**config.mk**
```make
export PLATFORM = sky130hd
export DESIGN_NAME = seq_frame_rx
export DESIGN_NICKNAME = d
export VERILOG_FILES = /design/src/rtl/seq_frame_pkg.sv /design/src/rtl/seq_sat_cnt.sv /design/src/rtl/seq_frame_rx.sv
export SDC_FILE = /design/constraint.sdc
export NUM_CORES = 1
export LEC_CHECK = 0
export CORE_ASPECT_RATIO = 0.6
export CORE_MARGIN = 4
export CORE_UTILIZATION = 48
export DETAILED_ROUTE_END_ITERATION = 16
export PLACE_DENSITY = 0.82
export SLEW_MARGIN = 20
export SYNTH_ARGS = -nofsm -noshare
export SYNTH_HDL_FRONTEND = slang
export SYNTH_SLANG_ARGS = --single-unit
```
**constraint.sdc**
```tcl
create_clock -name clk -period 2.4 [get_ports clk]
set_input_delay 0.48 -clock clk [delete_from_list [all_inputs] [get_ports clk]]
set_output_delay 0.48 -clock clk [all_outputs]
set_load 0.01 [all_outputs]
```
**src/rtl/seq_frame_pkg.sv**
```systemverilog
// Shared definitions for the flag/data sequence receiver: FSM states, error codes,
// default pattern bytes and the frame length.
package seq_frame_pkg;

  typedef enum logic [2:0] {
    ST_IDLE = 3'd0,
    ST_B1   = 3'd1,
    ST_B2   = 3'd2,
    ST_B3   = 3'd3,
    ST_LONG = 3'd4
  } state_t;

  localparam logic [1:0] ERR_NONE  = 2'd0;
  localparam logic [1:0] ERR_DATA  = 2'd1;
  localparam logic [1:0] ERR_SHORT = 2'd2;
  localparam logic [1:0] ERR_LONG  = 2'd3;

  localparam logic [7:0] DEF_PAT0 = 8'd7;
  localparam logic [7:0] DEF_PAT1 = 8'd2;
  localparam logic [7:0] DEF_PAT2 = 8'd5;

  localparam int FRAME_LEN = 3;

endpackage

```
**src/rtl/seq_sat_cnt.sv**
```systemverilog
// Saturating up-counter with synchronous clear; holds at all-ones instead of wrapping.
module seq_sat_cnt #(
  parameter int W = 8
) (
  input  logic         clk,
  input  logic         rst_n,
  input  logic         inc,
  input  logic         clear,
  output logic [W-1:0] q
);

  logic [W-1:0] r_q;

  always_ff @(posedge clk) begin
    if (!rst_n) begin
      r_q <= '0;
    end else if (clear) begin
      r_q <= '0;
    end else if (inc && (r_q != {W{1'b1}})) begin
      r_q <= r_q + 1'b1;
    end
  end

  assign q = r_q;

endmodule

```
**src/rtl/seq_frame_rx.sv**
```systemverilog
// Frame receiver: checks runs of flag_in=1 bytes against a 3-byte pattern and reports per-frame
// verdicts. Optional inter-frame gap checking is enabled with `define SEQ_RX_GAP_CHECK_EN.
module seq_frame_rx
  import seq_frame_pkg::*;
#(
  parameter int                DATA_W  = 8,
  parameter int                CNT_W   = 8,
  parameter logic [DATA_W-1:0] PAT0    = DATA_W'(DEF_PAT0),
  parameter logic [DATA_W-1:0] PAT1    = DATA_W'(DEF_PAT1),
  parameter logic [DATA_W-1:0] PAT2    = DATA_W'(DEF_PAT2),
  parameter int                MIN_GAP = 2
) (
  input  logic                          clk,
  input  logic                          rst_n,
  // flag_in is a valid with no ready: every flag_in=1 cycle delivers one byte that is always taken.
  input  logic                          flag_in,
  input  logic [DATA_W-1:0]             data_in,
  output logic                          frame_done,
  output logic                          frame_ok,
  output logic [FRAME_LEN*DATA_W-1:0]   frame_data,
  output logic [1:0]                    err_code,
  output logic [CNT_W-1:0]              ok_cnt,
  output logic [CNT_W-1:0]              err_cnt,
  output logic [2:0]                    o_dbg_state
);

  state_t              r_state, w_state_nxt;
  logic                w_start, w_end, w_gap_bad;
  logic [1:0]          w_err;
  logic [DATA_W-1:0]   r_b0, r_b1, r_b2;
  logic                r_miss;
  logic                r_done, r_ok;
  logic [1:0]          r_err;
  logic [FRAME_LEN*DATA_W-1:0] r_data;

  always_ff @(posedge clk) begin
    if (!rst_n) r_state <= ST_IDLE;
    else        r_state <= w_state_nxt;
  end

  always_comb begin
    w_state_nxt = r_state;
    w_start     = 1'b0;
    w_end       = 1'b0;
    case (r_state)
      ST_IDLE: if (flag_in) begin w_state_nxt = ST_B1; w_start = 1'b1; end
      ST_B1:   if (flag_in) w_state_nxt = ST_B2; else begin w_state_nxt = ST_IDLE; w_end = 1'b1; end
      ST_B2:   if (flag_in) w_state_nxt = ST_B3; else begin w_state_nxt = ST_IDLE; w_end = 1'b1; end
      ST_B3:   if (flag_in) w_state_nxt = ST_LONG; else begin w_state_nxt = ST_IDLE; w_end = 1'b1; end
      ST_LONG: if (!flag_in) begin w_state_nxt = ST_IDLE; w_end = 1'b1; end
      default: w_state_nxt = ST_IDLE;
    endcase
  end

  // Long (or too-close) outranks short, which outranks a content mismatch.
  always_comb begin
    w_err = ERR_NONE;
    if (r_state == ST_LONG || w_gap_bad)          w_err = ERR_LONG;
    else if (r_state == ST_B1 || r_state == ST_B2) w_err = ERR_SHORT;
    else if (r_miss)                               w_err = ERR_DATA;
  end

  always_ff @(posedge clk) begin
    if (!rst_n) begin
      r_b0   <= '0;
      r_b1   <= '0;
      r_b2   <= '0;
      r_miss <= 1'b0;
    end else if (w_start) begin
      r_b0   <= data_in;
      r_b1   <= '0;
      r_b2   <= '0;
      r_miss <= (data_in != PAT0);
    end else if (flag_in && r_state == ST_B1) begin
      r_b1   <= data_in;
      r_miss <= r_miss | (data_in != PAT1);
    end else if (flag_in && r_state == ST_B2) begin
      r_b2   <= data_in;
      r_miss <= r_miss | (data_in != PAT2);
    end
  end

  always_ff @(posedge clk) begin
    if (!rst_n) begin
      r_done <= 1'b0;
      r_ok   <= 1'b0;
      r_err  <= ERR_NONE;
      r_data <= '0;
    end else begin
      r_done <= w_end;
      if (w_end) begin
        r_ok   <= (w_err == ERR_NONE);
        r_err  <= w_err;
        r_data <= {r_b0, r_b1, r_b2};
      end
    end
  end

`ifdef SEQ_RX_GAP_CHECK_EN
  localparam int GAP_W = $clog2(MIN_GAP + 1);
  logic [GAP_W-1:0] w_gap_q;
  logic             r_seen, r_gap_bad;

  // Counts flag-low cycles; its value before a frame's first byte is the preceding gap.
  seq_sat_cnt #(.W(GAP_W)) u_gap_cnt (
    .clk   (clk),
    .rst_n (rst_n),
    .inc   (!flag_in && (w_gap_q < GAP_W'(MIN_GAP))),
    .clear (flag_in),
    .q     (w_gap_q)
  );

  always_ff @(posedge clk) begin
    if (!rst_n) begin
      r_seen    <= 1'b0;
      r_gap_bad <= 1'b0;
    end else if (w_start) begin
      r_seen    <= 1'b1;
      r_gap_bad <= r_seen && (w_gap_q < GAP_W'(MIN_GAP));
    end
  end

  assign w_gap_bad = r_gap_bad;
`else
  assign w_gap_bad = 1'b0;
`endif

  seq_sat_cnt #(.W(CNT_W)) u_ok_cnt (
    .clk   (clk),
    .rst_n (rst_n),
    .inc   (w_end && (w_err == ERR_NONE)),
    .clear (1'b0),
    .q     (ok_cnt)
  );

  seq_sat_cnt #(.W(CNT_W)) u_err_cnt (
    .clk   (clk),
    .rst_n (rst_n),
    .inc   (w_end && (w_err != ERR_NONE)),
    .clear (1'b0),
    .q     (err_cnt)
  );

  assign frame_done  = r_done;
  assign frame_ok    = r_ok;
  assign err_code    = r_err;
  assign frame_data  = r_data;
  assign o_dbg_state = r_state;

endmodule

```
### Yosys cells after proc, flatten, opt, wreduce, memory -nomap -nowiden

Index checks and enable logic that the tools add are counted.

* flip-flop bits (word level): 72
* input port bits: 11
* output and inout port bits: 47

* add/subtract/negate cells: 2
* equal/unequal tests: 11
* multiplexer cells: 16
* bitwise operators: 4
* reduce and logical (&&, ||, !) cells: 15

Operators by type and width (number)
* 8-bit by 1-bit adder with 8-bit output (second input constant): 2
* 8-bit by 3-bit != test with 1-bit output (second input constant): 2
* 8-bit != test (second input constant): 2
* 3-bit one-hot mux with 5 select lines: 1
* 3-bit two-way mux: 3
* 1-bit two-way mux: 8
* 2-bit two-way mux: 4
* 8-bit by 2-bit != test with 1-bit output (second input constant): 1
* 3-bit by 2-bit == test with 1-bit output (second input constant): 2
* 1-bit logical AND: 6
* 2-bit != test (second input constant): 2
* 2-bit AND reduction: 2
* 4-bit OR reduction: 1
* 3-bit by 1-bit == test with 1-bit output (second input constant): 1
* 3-bit == test (second input constant): 1
* 3-bit logical NOT: 1
* 3-bit nonzero test: 1
* 2-bit logical NOT: 1
* 1-bit NOT: 2
* 1-bit OR: 2
* 2-bit nonzero test: 1
* 2-bit OR reduction: 1
* 1-bit logical OR: 1

### Longest topological paths before layout

Gate-level depths: netlist (run 1).

* depth after elaboration: 7
* mapped depth: 7
* gate-level depth less buffers: 6

### By module

A second synthesis (run 1) with hierarchy kept.

* cell total of the unflattened synthesis: 353
* area, all modules: 3158.0 um^2

By module, submodules not included
* seq_frame_rx: times used 1, cells each 261, area an instance 2314.7 um^2, sequential area each 1121.1 um^2
* seq_sat_cnt: times used 2, cells each 46, area an instance 421.7 um^2, sequential area each 160.2 um^2

### Least setup slack after synthesis (run 1)

OpenSTA, ideal clock, no wires.

* path type: input-to-reg
* start: in flag_in
* end: reg u_ok_cnt.r_q[4] (netlist: u_ok_cnt.q[4])
* setup time: 0.128 ns
* data arrival time: 1.701 ns
* slack: 0.571 ns
* cell stages on the path: 6
* cell sequence: buf_2 nand4bb_1 a311oi_4 and4_1 xnor2_1 nor2_1

* cells in the longest elaborated chain, start to end: 4

RTL lines
* from (decl): RTL line seq_frame_rx.sv:16 `input logic flag_in,`
* 1-bit two-way mux (2 in a row)
* 1-bit logical AND: RTL line seq_frame_rx.sv:131 `.inc (w_end && (w_err == ERR_NONE)),`
* 1-bit logical AND: RTL line seq_sat_cnt.sv:19 `end else if (inc && (r_q != {W{1'b1}})) begin`
* to (signal assigned): RTL line seq_sat_cnt.sv:20 `r_q <= r_q + 1'b1;`
* to (decl): RTL line seq_sat_cnt.sv:12 `logic [W-1:0] r_q;`

Every way passes these cells.
A chain may end at the register's enable or synchronous reset.

### Worst setup path after layout (run 1)

* start: reg r_state[0] (netlist: o_dbg_state[0])
* end: out o_dbg_state[0]

RTL lines
* from (decl): RTL line seq_frame_rx.sv:27 `state_t r_state, w_state_nxt;`
* from (signal assigned): RTL line seq_frame_rx.sv:38 `else r_state <= w_state_nxt;`
* to (decl): RTL line seq_frame_rx.sv:24 `output logic [2:0] o_dbg_state`

No word-level cell between the ends.

==> metrics.md, run 1 <==
| Metric | Value |
|---|---|
| Cts repair resizes | 0 |
| Crit-path max FO | 16 |
| Share of layout cells above drive strength 1 | 0.0780 |
| Wire length per cell | 13.5 um |
| CP required | 1.92 ns |
| Chip height | 67.6 um |
| Fmax | 469 MHz |
| CTS tree | yes |
| Yosys cell types | 41 |
| Iteration-0 DRC count of the detailed router | 159 |
| H-tree Lvls | 3 |
| Mapped Nets | 358 |
| CTS Sinks | 72 |
| Power per cell area | 676 nW/um^2 |
| Async SR Flop Fraction | 0 |
| Total gr overflow | 0 |
| Clock skew | 0.00650 ns |
| Comb power frac | 0.066 |
| Port buffer count | 57 |
| Top delay family on crit path | flip-flops |
| Area growth from synthesis to layout | 31.6% |
| Initial antenna violation count | 0 |
| Seq cells post-synth | 72 |
| Clock tree buffer depth | 2 |
| Rel. slew slack | 0.614 |
| Outcome | completed |
| Die area | 7250 um^2 |
| Routed wire length | 6640 um |
| Clk pwr share | 0.443 |
| Yosys top cell area share | 0.508 |
| Final Slew Violations | 0 |
| Clk pin slew, worst setup/hold paths | 0.07 ns |
| Area leader, netlist | dfxtp_1 |
| Largest cells by area after synthesis | dfxtp_1 51%, nand2_1 14%, a21oi_1 9.3%, nor2_1 2.2%, xor2_1 1.9% |
| Endpoints failing hold | 0 |
| Startpoint Class | register |
| Post-route setup slack | 0.267 ns |
| Number of flops mapped to enable cells by yosys | 0 |
| Register area share after synthesis | 0.508 |
| Antenna Cells | 0 |
| Crit end category | output port |
| Final setup violation count | 0 |
| Vias in the first global route | 2348 |
| Most common flop cell mapped by yosys | dfxtp_1 |
| Largest net degree at the start of global routing | 51 |
| HPWL after detailed placement | 4680 um |
| Mapped cell area | 2840 um^2 |
| Critical setup path kind | register to output port |
| Hold_ws | 0.454 ns |
| Mapped Avg Cell Area | 8.23 um^2 |
| CTS root buffer | clkbuf_8 |
| CP bufs+invs | 1 |
| CP arrival | 1.65 ns |
| DRC violations left | 0 |
| Most common cell after layout, fill and taps aside | nand2_1 |
| Placer Congestion | 0.833 |
| Later-pin clock latency in the skew report | 0.34 ns |
| Most frequent cells in the layout | 109 x nand2_1, 72 x dfxtp_1, 57 x clkdlybuf4s50_1, 53 x a21oi_1, 17 x nor2_1 |
| CP max stage delay | 0.67 ns |
| Core area | 5650 um^2 |
| Final ANT Viol Nets | 0 |
| Unrepaired setup endpoints after global routing | false |
| Crit path cell chain | clkdlybuf4s50_1 |
| Net count, final | 418 |
| Drt via density | 5.23 |
| Total CTS buffers | 9 |
| Placement-stage worst setup slack | 0.109 ns |
| Std cell rows | 21 |
| Slowest CP cell | dfxtp_1 |
| Leakage | 0.00127 uW |
| Vias | 2561 |
| Hold Crit Class | register to register |
| Global-route wire length before repair | 11000 um |
| Total GRT Usage | 0.195 |
| Part of the cycle the worst path needs | 0.889 |
| Synth warn | 0 |
| Num ports | 58 |
| Switching share of total power | 0.219 |
| Post-synthesis instance total | 345 |
| Slew @ Worst Pin | 0.580 ns |
| Initial core utilization | 0.503 |
| Peak VDD IR | 380 uV |
| Cts hold-fix bufs | 0 |
| Setup bufs post-CTS | 0 |
| Sequential power share | 0.490 |
| Die Wd | 107 um |
| Setup TNS | 0 ns |
| Fin crit period | 2.13 ns |
| Pint | 1970 uW |
| Pre-antenna DRT Iters | 4 |
| MaxCap Viol Count | 0 |
| Switching power total | 553 uW |
-- registers in the layout (all words and copies together) (netlist names) --
signal / count
err_code: 2
frame_data: 24
frame_done: 1
frame_ok: 1
o_dbg_state: 3
r_b0: 8
r_b1: 8
r_b2: 8
r_miss: 1
u_err_cnt.q: 8
u_ok_cnt.q: 8
-- stage by stage --
step	util	instance area (um^2)	std cells	total power, uW
2_1_floorplan	-	2840	345	1350
3_3_place_gp	0.620	3500	474	1430
3_5_place_dp	0.620	3500	474	1430
4_1_cts	0.661	3740	490	2540
5_1_grt	0.661	3740	490	2630
6_report	0.661	3740	490	2530
-- cells in the mapped netlist, drive strengths merged, types with 3 or more instances --
| master | n |
|---|---|
| nand3 | 5 |
| a21oi | 53 |
| clkbuf | 13 |
| nor3b | 3 |
| and3 | 3 |
| o21ai | 10 |
| a211oi | 3 |
| dfxtp | 72 |
| nor3 | 6 |
| or3 | 3 |
| nand4 | 7 |
| nand2 | 109 |
| xor2 | 6 |
| xnor2 | 3 |
| nor2 | 17 |
| buf | 6 |
-- cell type report --
class	instances	area (um^2)
multi-input combinational	252	1300
tap	80	100
sequential	72	1440
inverter	2	7.51
timing repair buffer	68	653
clock inverter	6	108
fill	466	1910
clock buffer	10	128
-- worst paths after layout --
path                                             startpoint                     endpoint  slack (ns)  cells past startpoint
worst max-delay path            o_dbg_state[0]$_SDFFE_PN0P_               o_dbg_state[0]        0.27                      1
worst min-delay path                   r_b2[5]$_SDFFE_PP0P_   frame_data[5]$_SDFFE_PN0P_        0.45                      2
worst max register to register  o_dbg_state[0]$_SDFFE_PN0P_  u_err_cnt.q[5]$_SDFFE_PN0P_        0.39                      5
worst min register to register         r_b2[5]$_SDFFE_PP0P_   frame_data[5]$_SDFFE_PN0P_        0.45                      2
-- cells by family (layout without fill, tap and decap cells) --
| family | Yosys count | in the layout | share of synthesized area |
|---|---|---|---|
| and+or+nand+nor | 167 | 167 | 0.269 |
| AOI/OAI and AO/OA | 73 | 73 | 0.149 |
| DFF | 72 | 72 | 0.508 |
| buffers and inverters | 21 | 86 | 0.0348 |
| xor gates and xnor gates | 9 | 9 | 0.0278 |
| adders and majority gates | 2 | 2 | 0.00881 |
| muxes | 1 | 1 | 0.00353 |
-- metal layers --
layer	track usage	wire length, um
met2	0.302	2950
met4	0.0383	15
met5	0	0
met1	0.259	3080
met3	0.0783	598
-- power by group through the flow --
stage	registers, uW	clock network (uW)	logic [uW]
global route	1240	1200	185
CTS	1240	1140	167
floorplan	1260	0	92.1
global placement	1270	0	162
finish	1240	1120	168
detailed placement	1270	0	166
(Power assumes the default switching activity.)
==> run 2: changes to the inputs <==
- CAP_MARGIN: not set -> 25
==> results of run 2 <==
No change in the layout: final DEF, timing and power equal those of run 1.
==> run 3: changes to the inputs <==
- CORE_UTILIZATION: 48 -> 46
- PLACE_DENSITY: 0.82 -> 0.83
- clock period: 2.4 -> 1.8 ns (I/O delays scaled with it)
==> run 3 against run 2 <==
- critical path type is now input pin to register
- total power rose by 25%
- register-to-register slack got worse by 0.29 ns
- via count rose by 2.3%
- non-clock buffer count rose by 21
- worst setup slack got worse by 0.20 ns
- global-route usage rose by 0.45 points
==> metrics.md, run 3 (synthesis gave the netlist of run 1 again) <==
| Metric | Value |
|---|---|
| Outcome | completed |
| Die area | 7530 um^2 |
| Antenna Cells | 0 |
| Initial core utilization | 0.491 |
| Chip height | 68.9 um |
| Total gr overflow | 0 |
| Inst Count DP | 495 |
| Slew @ Worst Pin | 0.417 ns |
| # fillers | 490 |
| Hold Crit Class | register to register |
| Drt via density | 5.13 |
| Net count, final | 439 |
| CTS Sinks | 72 |
| Endpoints failing hold | 0 |
| Peak VDD IR | 440 uV |
| Global-route wire length before repair | 11400 um |
| Most common cell after layout, fill and taps aside | nand2_1 |
| Crit end category | register |
| Clk pin slew, worst setup/hold paths | 0.07 ns |
| Slowest CP cell | clkdlybuf4s50_1 |
| DRC violations left | 0 |
| Setup bufs post-CTS | 0 |
| CP required | 2.03 ns |
| Cell Count, Final, Fillers Out | 511 |
| Max reg flops | 24 |
| Leakage | 0.00139 uW |
| Clock tree buffer depth | 2 |
| CP arrival | 1.97 ns |
| Pre-antenna DRT Iters | 4 |
| Placed inst area | 3680 um^2 |
| Final setup violation count | 0 |
| Core area | 5780 um^2 |
| Part of the cycle the worst path needs | 0.965 |
| Top delay family on crit path | buffers and inverters |
| CTS root buffer | clkbuf_8 |
| Num ports | 58 |
| Vias in the first global route | 2424 |
| Total CTS buffers | 9 |
| Later-pin clock latency in the skew report | 0.35 ns |
| Largest net degree at the start of global routing | 46 |
| Initial antenna violation count | 0 |
| Critical setup path kind | input pin to register |
| Fin crit period | 1.74 ns |
| CTS tree | yes |
| H-tree Lvls | 3 |
| Design Area, Final | 3890 um^2 |
| Crit path cell chain | clkdlybuf4s50_1 > nand4bb_1 > a311oi_4 > buf_4 > nand2_1 > xor2_1 > nor2_1 |
| Fmax | 576 MHz |
| CP bufs+invs | 2 |
| Most frequent cells in the layout | 109 x nand2_1, 67 x dfxtp_1, 55 x clkdlybuf4s50_1, 53 x a21oi_1, 30 x buf_4 |
| Startpoint Class | input pin |
| Hold_ws | 0.456 ns |
| Area growth from synthesis to layout | 37.0% |
| MaxCap Viol Count | 0 |
| Crit-path max FO | 5 |
| Total GRT Usage | 0.199 |
| Power per cell area | 812 nW/um^2 |
| Placer Congestion | 0.822 |
| Port buffer count | 57 |
| Iteration-0 DRC count of the detailed router | 168 |
| Std cell rows | 21 |
| Final Slew Violations | 0 |
| Share of layout cells above drive strength 1 | 0.137 |
| Wire length per cell | 13.8 um |
| Final ANT Viol Nets | 0 |
| Die Wd | 109 um |
| Cts hold-fix bufs | 0 |
| HPWL after detailed placement | 5160 um |
| Unrepaired setup endpoints after global routing | false |
| Vias | 2621 |
| CP max stage delay | 0.45 ns |
| Routed wire length | 7030 um |
| Clock skew | 0.00705 ns |
| Rel. slew slack | 0.720 |
run 3: worst reg2reg max path: stages, from the launching register on:
cell and delay [ns]:
dfxtp_1 0.34, ha_1 0.23, and3_1 0.22, a311oi_4 0.35, buf_4 0.20, nand2_1 0.07, xor2_1 0.14, nor2_1 0.05
run 3: worst paths after layout:
kind	from	to	slack, ns	depth (start not counted)
min reg2reg	frame_data[0]$_SDFFE_PN0P_	frame_data[0]$_SDFFE_PN0P_	0.46	2
min	frame_data[0]$_SDFFE_PN0P_	frame_data[0]$_SDFFE_PN0P_	0.46	2
max	flag_in	u_ok_cnt.q[2]$_SDFFE_PN0P_	0.06	7
max reg2reg	u_ok_cnt.q[1]$_SDFFE_PN0P_	u_ok_cnt.q[2]$_SDFFE_PN0P_	0.10	7
run 3: per-stage QoR:
step | TNS [ns] | setup WS (ns) | utilization | power, uW
6_report | 0 | 0.0625 | 0.673 | 3160
5_1_grt | 0 | 0.00825 | 0.673 | 3300
4_1_cts | 0 | 0.0168 | 0.672 | 3180
3_5_place_dp | -8.65 | -0.270 | 0.637 | 1950
3_3_place_gp | -8.22 | -0.260 | 0.637 | 1940
2_1_floorplan | 0 | 0.0540 | - | 1810
run 3: cell type report:
type	instances	area, um^2	area share
clock inverter	7	72.6	0.0187
multi-input combinational	252	1300	0.334
tap	80	100	0.0257
timing repair buffer	89	837	0.215
inverter	2	7.51	0.00193
sequential	72	1450	0.373
clock buffer	9	124	0.0318
run 3: routing by layer:
layer | routed length, um | up-vias | part of all wire | GRT usage
li1 | - | 1329 | - | -
met1 | 3390 | 1220 | 0.48 | 0.263
met2 | 3120 | 64 | 0.44 | 0.306
met3 | 459 | 8 | 0.065 | 0.0642
met4 | 63 | 0 | 0.0090 | 0.0778
met5 | 0 | - | 0 | 0
run 3: timing repair:
| action | CTS | global route |
|---|---|---|
| gates resized for setup | 5 | 3 |
| setup endpoints to repair | 3 | 5 |
| pin swaps | 0 | 1 |
run 3: power breakdown:
group,internal [uW],leakage (uW),switching [uW]
sequential,1620,0.000585,22.1
combinational,121,0.000705,147
clock,638,0.0000952,608
total,2380,0.00139,777
